File: config.mk
export PLATFORM = sky130hd
export DESIGN_NAME = uart_rx_cfg
export DESIGN_NICKNAME = d
export VERILOG_FILES = /design/src/rtl/uart_pkg.sv /design/src/rtl/uart_rx_sync_vote.sv /design/src/rtl/uart_rx_cfg.sv
export SDC_FILE = /design/constraint.sdc
export NUM_CORES = 1
export LEC_CHECK = 0
export ABC_AREA = 0
export CAP_MARGIN = 0
export CORE_MARGIN = 10
export CORE_UTILIZATION = 25
export CTS_BUF_LIST = sky130_fd_sc_hd__clkbuf_4 sky130_fd_sc_hd__clkbuf_8 sky130_fd_sc_hd__clkbuf_16
export DETAILED_ROUTE_END_ITERATION = 12
export PLACE_DENSITY = 0.46
export SLEW_MARGIN = 5
export SYNTH_ARGS = -nofsm -noshare
export SYNTH_HDL_FRONTEND = slang
export SYNTH_SLANG_ARGS = --single-unit
File: constraint.sdc
create_clock -name Clock -period 4 [get_ports Clock]
set_input_delay 0.8 -clock Clock [delete_from_list [all_inputs] [get_ports Clock]]
set_output_delay 0.8 -clock Clock [all_outputs]
set_load 0.01 [all_outputs]
File: src/rtl/uart_pkg.sv
// Shared UART definitions for the receiver and transmitter blocks.
//   rx_state_t     : receiver FSM states
//   PAR_EVEN/ODD   : parity-mode constants
//   mid_point()    : mid-bit sample index for a given clocks-per-bit
package uart_pkg;

    typedef enum logic [2:0] {
        IDLE       = 3'd0,
        START_BIT  = 3'd1,
        DATA_BIT   = 3'd2,
        PARITY_BIT = 3'd3,
        STOP_BIT   = 3'd4,
        BREAK_WAIT = 3'd5
    } rx_state_t;

    localparam bit PAR_EVEN = 1'b0;
    localparam bit PAR_ODD  = 1'b1;

    function automatic int unsigned mid_point(input int unsigned clks_per_bit);
        return (clks_per_bit - 1) / 2;
    endfunction

endpackage

File: src/rtl/uart_rx_sync_vote.sv
// Two-flop synchroniser for the raw serial line plus a 3-tap history used
// for mid-bit majority voting. All flops reset to 1 so the line reads idle.
//   clk  : system clock
//   rst  : asynchronous active-high reset
//   line : raw serial input, asynchronous to clk
//   rxs  : synchronised line value
//   vote : 2-of-3 majority of rxs over the current and two previous cycles
module uart_rx_sync_vote (
    input  logic clk,
    input  logic rst,
    input  logic line,
    output logic rxs,
    output logic vote
);

    logic meta;
    logic sync;
    logic tap1;
    logic tap2;

    always_ff @(posedge clk or posedge rst) begin
        if (rst) begin
            meta <= 1'b1;
            sync <= 1'b1;
            tap1 <= 1'b1;
            tap2 <= 1'b1;
        end else begin
            meta <= line;
            sync <= meta;
            tap1 <= sync;
            tap2 <= tap1;
        end
    end

    assign rxs  = sync;
    assign vote = (sync & tap1) | (sync & tap2) | (tap1 & tap2);

endmodule

File: src/rtl/uart_rx_cfg.sv
// Parametrised UART receiver: configurable data width, parity and stop bits,
// majority-voted mid-bit sampling, parity/framing error flags and line-break
// detection.
//   Clock         : system clock, rising edge
//   Reset         : asynchronous active-high reset
//   Input_Serial  : raw serial line, idle high
//   RX_Valid      : one-cycle pulse, frame received (RX_Data and flags valid)
//   RX_Data       : received word, held until the next RX_Valid
//   Parity_Error  : pulses with RX_Valid on parity mismatch
//   Framing_Error : pulses with RX_Valid when any stop bit was low
//   Break_Detect  : one-cycle pulse when an all-zero frame is seen
//   RX_Busy       : high whenever the FSM is not idle
module uart_rx_cfg
    import uart_pkg::*;
#(
    parameter int unsigned CLKS_PER_BIT = 217,
    parameter int unsigned DATA_BITS    = 8,
    parameter bit          PARITY_EN    = 1'b0,
    parameter bit          PARITY_ODD   = 1'b0,
    parameter int unsigned STOP_BITS    = 1
) (
    input  logic                 Clock,
    input  logic                 Reset,
    input  logic                 Input_Serial,
    output logic                 RX_Valid,
    output logic [DATA_BITS-1:0] RX_Data,
    output logic                 Parity_Error,
    output logic                 Framing_Error,
    output logic                 Break_Detect,
    output logic                 RX_Busy
);

    localparam int unsigned CNT_W = $clog2(CLKS_PER_BIT);
    localparam int unsigned IDX_W = $clog2(DATA_BITS);
    localparam int unsigned MID   = mid_point(CLKS_PER_BIT);

    localparam logic [CNT_W-1:0] CNT_LAST = CNT_W'(CLKS_PER_BIT - 1);
    localparam logic [CNT_W-1:0] CNT_DEC  = CNT_W'(MID + 1);
    localparam logic [IDX_W-1:0] IDX_LAST = IDX_W'(DATA_BITS - 1);
    localparam bit               PAR_MODE = PARITY_ODD ? PAR_ODD : PAR_EVEN;

    rx_state_t state_q;
    rx_state_t state_d;

    logic                 rxs;
    logic                 vote;
    logic [CNT_W-1:0]     cnt;
    logic [IDX_W-1:0]     idx;
    logic                 stop_idx;
    logic [DATA_BITS-1:0] data_sh;
    logic                 par_bit;
    logic                 stop_low;
    logic                 stop_high;

    logic decide;
    logic bit_end;
    logic stop_last;
    logic complete;
    logic frame_break;
    logic par_err;
    logic frm_err;

    uart_rx_sync_vote u_sync_vote (
        .clk  (Clock),
        .rst  (Reset),
        .line (Input_Serial),
        .rxs  (rxs),
        .vote (vote)
    );

    assign decide    = (cnt == CNT_DEC);
    assign bit_end   = (cnt == CNT_LAST);
    assign stop_last = (STOP_BITS == 1) || stop_idx;

    // State register
    always_ff @(posedge Clock or posedge Reset) begin
        if (Reset) begin
            state_q <= IDLE;
        end else begin
            state_q <= state_d;
        end
    end

    // Next-state logic
    always_comb begin
        state_d = state_q;
        case (state_q)
            IDLE: begin
                if (!rxs) state_d = START_BIT;
            end
            START_BIT: begin
                if (decide && vote) begin
                    state_d = IDLE;
                end else if (bit_end) begin
                    state_d = DATA_BIT;
                end
            end
            DATA_BIT: begin
                if (bit_end && idx == IDX_LAST) begin
                    if (PARITY_EN) state_d = PARITY_BIT;
                    else           state_d = STOP_BIT;
                end
            end
            PARITY_BIT: begin
                if (bit_end) state_d = STOP_BIT;
            end
            STOP_BIT: begin
                // Final stop bit completes at mid-bit so a back-to-back
                // start edge is seen from IDLE.
                if (decide && stop_last) begin
                    if (frame_break) state_d = BREAK_WAIT;
                    else             state_d = IDLE;
                end
            end
            BREAK_WAIT: begin
                if (rxs) state_d = IDLE;
            end
            default: state_d = IDLE;
        endcase
    end

    // Output / status decode
    always_comb begin
        RX_Busy     = (state_q != IDLE);
        complete    = (state_q == STOP_BIT) && decide && stop_last;
        // vote here is the final stop bit's majority, still combinational
        frame_break = (data_sh == '0) && !(PARITY_EN && par_bit) && !stop_high && !vote;
        par_err     = PARITY_EN && (par_bit != ((^data_sh) ^ PAR_MODE));
        frm_err     = stop_low || !vote;
    end

    // Bit timing, data capture and registered output pulses
    always_ff @(posedge Clock or posedge Reset) begin
        if (Reset) begin
            cnt           <= '0;
            idx           <= '0;
            stop_idx      <= 1'b0;
            data_sh       <= '0;
            par_bit       <= 1'b0;
            stop_low      <= 1'b0;
            stop_high     <= 1'b0;
            RX_Valid      <= 1'b0;
            RX_Data       <= '0;
            Parity_Error  <= 1'b0;
            Framing_Error <= 1'b0;
            Break_Detect  <= 1'b0;
        end else begin
            RX_Valid      <= complete && !frame_break;
            Parity_Error  <= complete && !frame_break && par_err;
            Framing_Error <= complete && !frame_break && frm_err;
            Break_Detect  <= complete && frame_break;
            if (complete && !frame_break) RX_Data <= data_sh;

            if (state_d != state_q || bit_end || state_q == IDLE || state_q == BREAK_WAIT) begin
                cnt <= '0;
            end else begin
                cnt <= cnt + 1'b1;
            end

            case (state_q)
                IDLE: begin
                    idx       <= '0;
                    stop_idx  <= 1'b0;
                    stop_low  <= 1'b0;
                    stop_high <= 1'b0;
                end
                DATA_BIT: begin
                    if (decide)  data_sh[idx] <= vote;
                    if (bit_end) idx <= idx + 1'b1;
                end
                PARITY_BIT: begin
                    if (decide) par_bit <= vote;
                end
                STOP_BIT: begin
                    if (decide) begin
                        stop_low  <= stop_low | ~vote;
                        stop_high <= stop_high | vote;
                    end
                    if (bit_end) stop_idx <= stop_idx + 1'b1;
                end
                default: ;
            endcase
        end
    end

endmodule
==> summary.md <==
| Metric | Value |
|---|---|
| Result of the run | finished, final reports clean |
| Post-cts sizing count | 0 |
| Critical path's slowest cell | sky130_fd_sc_hd__dfrtp_1 |
| R2R Path Start | cnt[1] |
| Share of the clock period used by the worst path | 67.4% |
| Number of vias per cell | 4.30 |
| Height of the die | 108 um |
| Worst endpoint required time | around 3.2 ns |
| Routed len/inst | 13.0 um |
| Most common cell in the synthesized netlist | sky130_fd_sc_hd__dfrtp_1 |
| Library cell occupying the most area in the post-synthesis netlist | sky130_fd_sc_hd__dfrtp_1 |
| Number of buffers inserted by hold repair at cts | 0 |
| Hold EP | u_sync_vote.rxs |
| Routed WL | between 3000 and 4000 um |
| HP Class | flip-flop to flip-flop |
| Number of buffers added for setup after CTS | 0 |
| Buffer levels on the longest clock path | 2 |
| Remaining global-route overflow | 0 |
| Critical setup path kind | flip-flop to output port |
| Worst setup path start | state_q[0] |
| DRC viols | 0 |
| Setup slack of the most critical reg-to-reg path | 1.71 ns |
| Number of buffers added by the clock tree synthesis step | 5 |
| Setup repair after global routing missed its margin | no |
| Flip-flop cell with the highest count after synthesis | sky130_fd_sc_hd__dfrtp_1 |
| Total global routing track utilization | 6.78% |
| Final number of setup-violating endpoints | 0 |
| Cell-by-cell listing of the critical path | or2_1, nor2_1, inv_1, clkdlybuf4s50_1 |
| Endpoint class of the critical path | output port |
| Synth warn | 0 |
| Pre-CTS worst setup slack | approximately 1.6 ns |
| Sort of element at the start of the critical path | flip-flop |
| Simple logic cell fraction of the synthesized area | between 10% and 20% |
| Largest stage delay on the critical path | 0.52 ns |
| Number of nets with antenna violations after routing | 0 |
| Mux contribution to synthesized area | 10.3% |
| Layout area overhead | 17.1% |
| Setup Skew | 0.00910 ns |
| Setup TNS Final | 0 ns |
| Post-synthesis share of cell area spent on xor and xnor gates | ~3.2% |
| Area share of the leading cell type in the synthesized netlist | 45.5% |
| Total count of max-transition violations in the final report | 0 |
| Dominant combinational cell family by area after synthesis | simple AND/OR/NAND/NOR gates |
| Number of DRC markers in iteration 0 | 29 |
| Register bit count reported by yosys | 39 |
| Clock slew at reported path FFs | 0.08 ns |
| H-tree Lvls | 2 |
| Cell count of the worst hold path | 0 |
| Starting Density | about a quarter |
| Destination of the worst register-to-register timing path | RX_Data[3] |
| Crit-path max FO | 11 |
| Cells after synthesis | 170 |
| Hold Startpoint | u_sync_vote.meta |
| Placeable core region | 7370 um^2 |
| Worst-margin pin slew | around 0.64 ns |
| Sequential area share after synthesis | between 50% and 60% |
| Worst r2r path cells | 7 |
| Die Area | around 12000 um^2 |
| Post-layout minimum cycle time | 2.70 ns |
| Cells taking the most area after synthesis | sky130_fd_sc_hd__dfrtp_1, sky130_fd_sc_hd__dfstp_2, sky130_fd_sc_hd__mux2_2 |
| Crit path DAT | 1.90 ns |
| Placed Instance Area | around 2100 um^2 |
| # rows | 31 |
| Via Count | around 1200 |
| Buffers on Ports | 14 |
| Vias in the first global route | 1276 |
| Mean post-synth cell area | about 11 um^2 |
| Hold Violations, Final | 0 |
| Share of synthesized flip-flops with an asynchronous set or reset | 100% |
| Global-route wire length before repair | 6290 um |
| Post-synth EDFFs | 0 |
| Synthesized-area fraction occupied by ao, oa, aoi and oai cells | 8.12% |
| Clk sinks | 39 |
| Family of cells with the greatest summed delay on the critical path | simple AND/OR/NAND/NOR gates |
| Synth Net Count | 178 |
| Area of the mapped netlist | 1930 um^2 |
| Initial antenna violation count | 0 |
| Finished layout cell area | approximately 2300 um^2 |
| # fillers | 786 |
| Clock root cell | sky130_fd_sc_hd__clkbuf_8 |
| TritonCTS clock tree | built |
| List of most frequent post-synthesis cells | sky130_fd_sc_hd__dfrtp_1, sky130_fd_sc_hd__nand2_1, sky130_fd_sc_hd__nor2_1 |
| IO Count | 16 |
| Number of nets in the layout | 191 |
| Total iterations of the first detailed-routing run | 4 |
| Worst path bufs/invs | 2 |
| Total leakage power | around 1 nW |
| Post-synthesis cell type count | 45 |
| Largest net degree at the start of global routing | 24 |
| Latest clock arrival within the worst-skew pair | approximately 0.30 ns |
| Upper clock frequency limit | 0.371 GHz |
| Power density cells | 331 nW/um^2 |
| Ant. Diodes | 0 |
| Highest ir drop seen on vdd | ~140 uV |
| Adder and majority gate portion of the synthesized area | 3.77% |
| Max-Slew Margin vs Limit | approximately 57% |
| Final GP Congestion | 0.754 |
| Post-DP HPWL | 2560 um |
| Setup slack after layout | 1.30 ns |
| X dimension of the die | roughly 110 um |
| Number of max-cap violations | 0 |
| Share of post-route cells with drive strength above 1 | 17.9% |
-- layout make-up --
class | count | area [um^2] | area share (%)
Timing Repair Buffer | 15 | 148 | 6.55
Clock inverter | 3 | 43.8 | 1.94
Multi-Input combinational cell | 115 | 863 | 38.3
Tap cell | 99 | 124 | 5.49
Sequential cell | 39 | 981 | 43.5
Clock buffer | 5 | 68.8 | 3.05
Inverter | 7 | 26.3 | 1.17
-- cell families after synthesis --
group                    count (synthesis)
buffers and inverters                   16
AND/OR/NAND/NOR                         68
flip-flops                              39
AO/OA/AOI/OAI                           18
XOR/XNOR                                 7
adder cells (fa/ha/maj)                  6
other                                    1
multiplexers                            15
-- worst max path at each step --
stage / endpoint / slack (ns) / cells after the start
after floorplan: cnt[2] / 2.14 / 8
after global placement: RX_Busy / 1.64 / 4
after detailed placement: RX_Busy / 1.62 / 4
after CTS: RX_Busy / 1.28 / 4
after global routing: RX_Busy / 1.16 / 4
final: RX_Busy / 1.30 / 4
-- power breakdown --
group	leakage [nW]	switching [W]	internal [W]	total, W
Combinational	0.450	0.0000124	0.00000442	0.0000169
Clock	0.0581	0.000145	0.000186	0.000331
Sequential	0.516	0.00000109	0.000398	0.000399
Total	1.02	0.000158	0.000588	0.000746
-- sequential cells by signal, summed over array words and instances, names as in the netlist, 3 cells and up --
signal / flops
RX_Data: 8
cnt: 8
data_sh: 8
idx: 3
state_q: 3
-- stage by stage --
step | power (W) | instances | hold slack (ns) | utilization [%]
after floorplan | 0.000418 | 170 | 0.345 | -
after global placement | 0.000425 | 275 | 0.347 | 29.1
after detailed placement | 0.000424 | 275 | 0.350 | 29.1
after CTS | 0.000760 | 283 | 0.362 | 30.6
after global routing | 0.000782 | 283 | 0.364 | 30.6
final | 0.000746 | 283 | 0.359 | 30.6
-- cells in the final DEF, fill, tap and decap left out, types with 2 or more instances in the layout --
| cell type | Yosys | final |
|---|---|---|
| sky130_fd_sc_hd__clkdlybuf4s50_1 | 0 | 14 |
| sky130_fd_sc_hd__nor3_1 | 9 | 9 |
| sky130_fd_sc_hd__inv_1 | 7 | 7 |
| sky130_fd_sc_hd__nand3b_1 | 2 | 2 |
| sky130_fd_sc_hd__nand4_1 | 3 | 3 |
| sky130_fd_sc_hd__a21o_1 | 2 | 2 |
| sky130_fd_sc_hd__xor2_1 | 5 | 5 |
| sky130_fd_sc_hd__nor2_1 | 13 | 13 |
| sky130_fd_sc_hd__clkbuf_8 | 0 | 5 |
| sky130_fd_sc_hd__mux2_2 | 8 | 8 |
| sky130_fd_sc_hd__nand4b_1 | 2 | 2 |
| sky130_fd_sc_hd__nand2_1 | 16 | 16 |
| sky130_fd_sc_hd__mux2_4 | 5 | 5 |
| sky130_fd_sc_hd__ha_1 | 5 | 5 |
| sky130_fd_sc_hd__or3_1 | 2 | 2 |
| sky130_fd_sc_hd__and2_1 | 4 | 4 |
| sky130_fd_sc_hd__nand3_1 | 3 | 3 |
| sky130_fd_sc_hd__a22o_1 | 5 | 5 |
| sky130_fd_sc_hd__nor3_2 | 2 | 2 |
| sky130_fd_sc_hd__nand2b_1 | 2 | 2 |
| sky130_fd_sc_hd__xnor2_1 | 2 | 2 |
| sky130_fd_sc_hd__nor3b_1 | 4 | 4 |
| sky130_fd_sc_hd__and4b_1 | 2 | 2 |
| sky130_fd_sc_hd__dfrtp_1 | 35 | 35 |
| sky130_fd_sc_hd__a21oi_1 | 3 | 3 |
| sky130_fd_sc_hd__dfstp_2 | 4 | 4 |
-- layer usage --
metal  part of all wire [%]  track usage [%]
met5                      0                0
met4                    2.2             3.44
met3                    3.3             2.04
met2                     45             10.4
met1                     50             8.41
-- worst register-to-register path: cells and delay by family (launching register included) --
family / cells / cell delay (ns)
and+or+nand+nor: 4 / 1.18
adders and majority gates: 1 / 0.14
DFF: 1 / 0.41
buffers and inverters: 1 / 0.08
muxes: 1 / 0.37
Power figures use the tool's default switching activity.
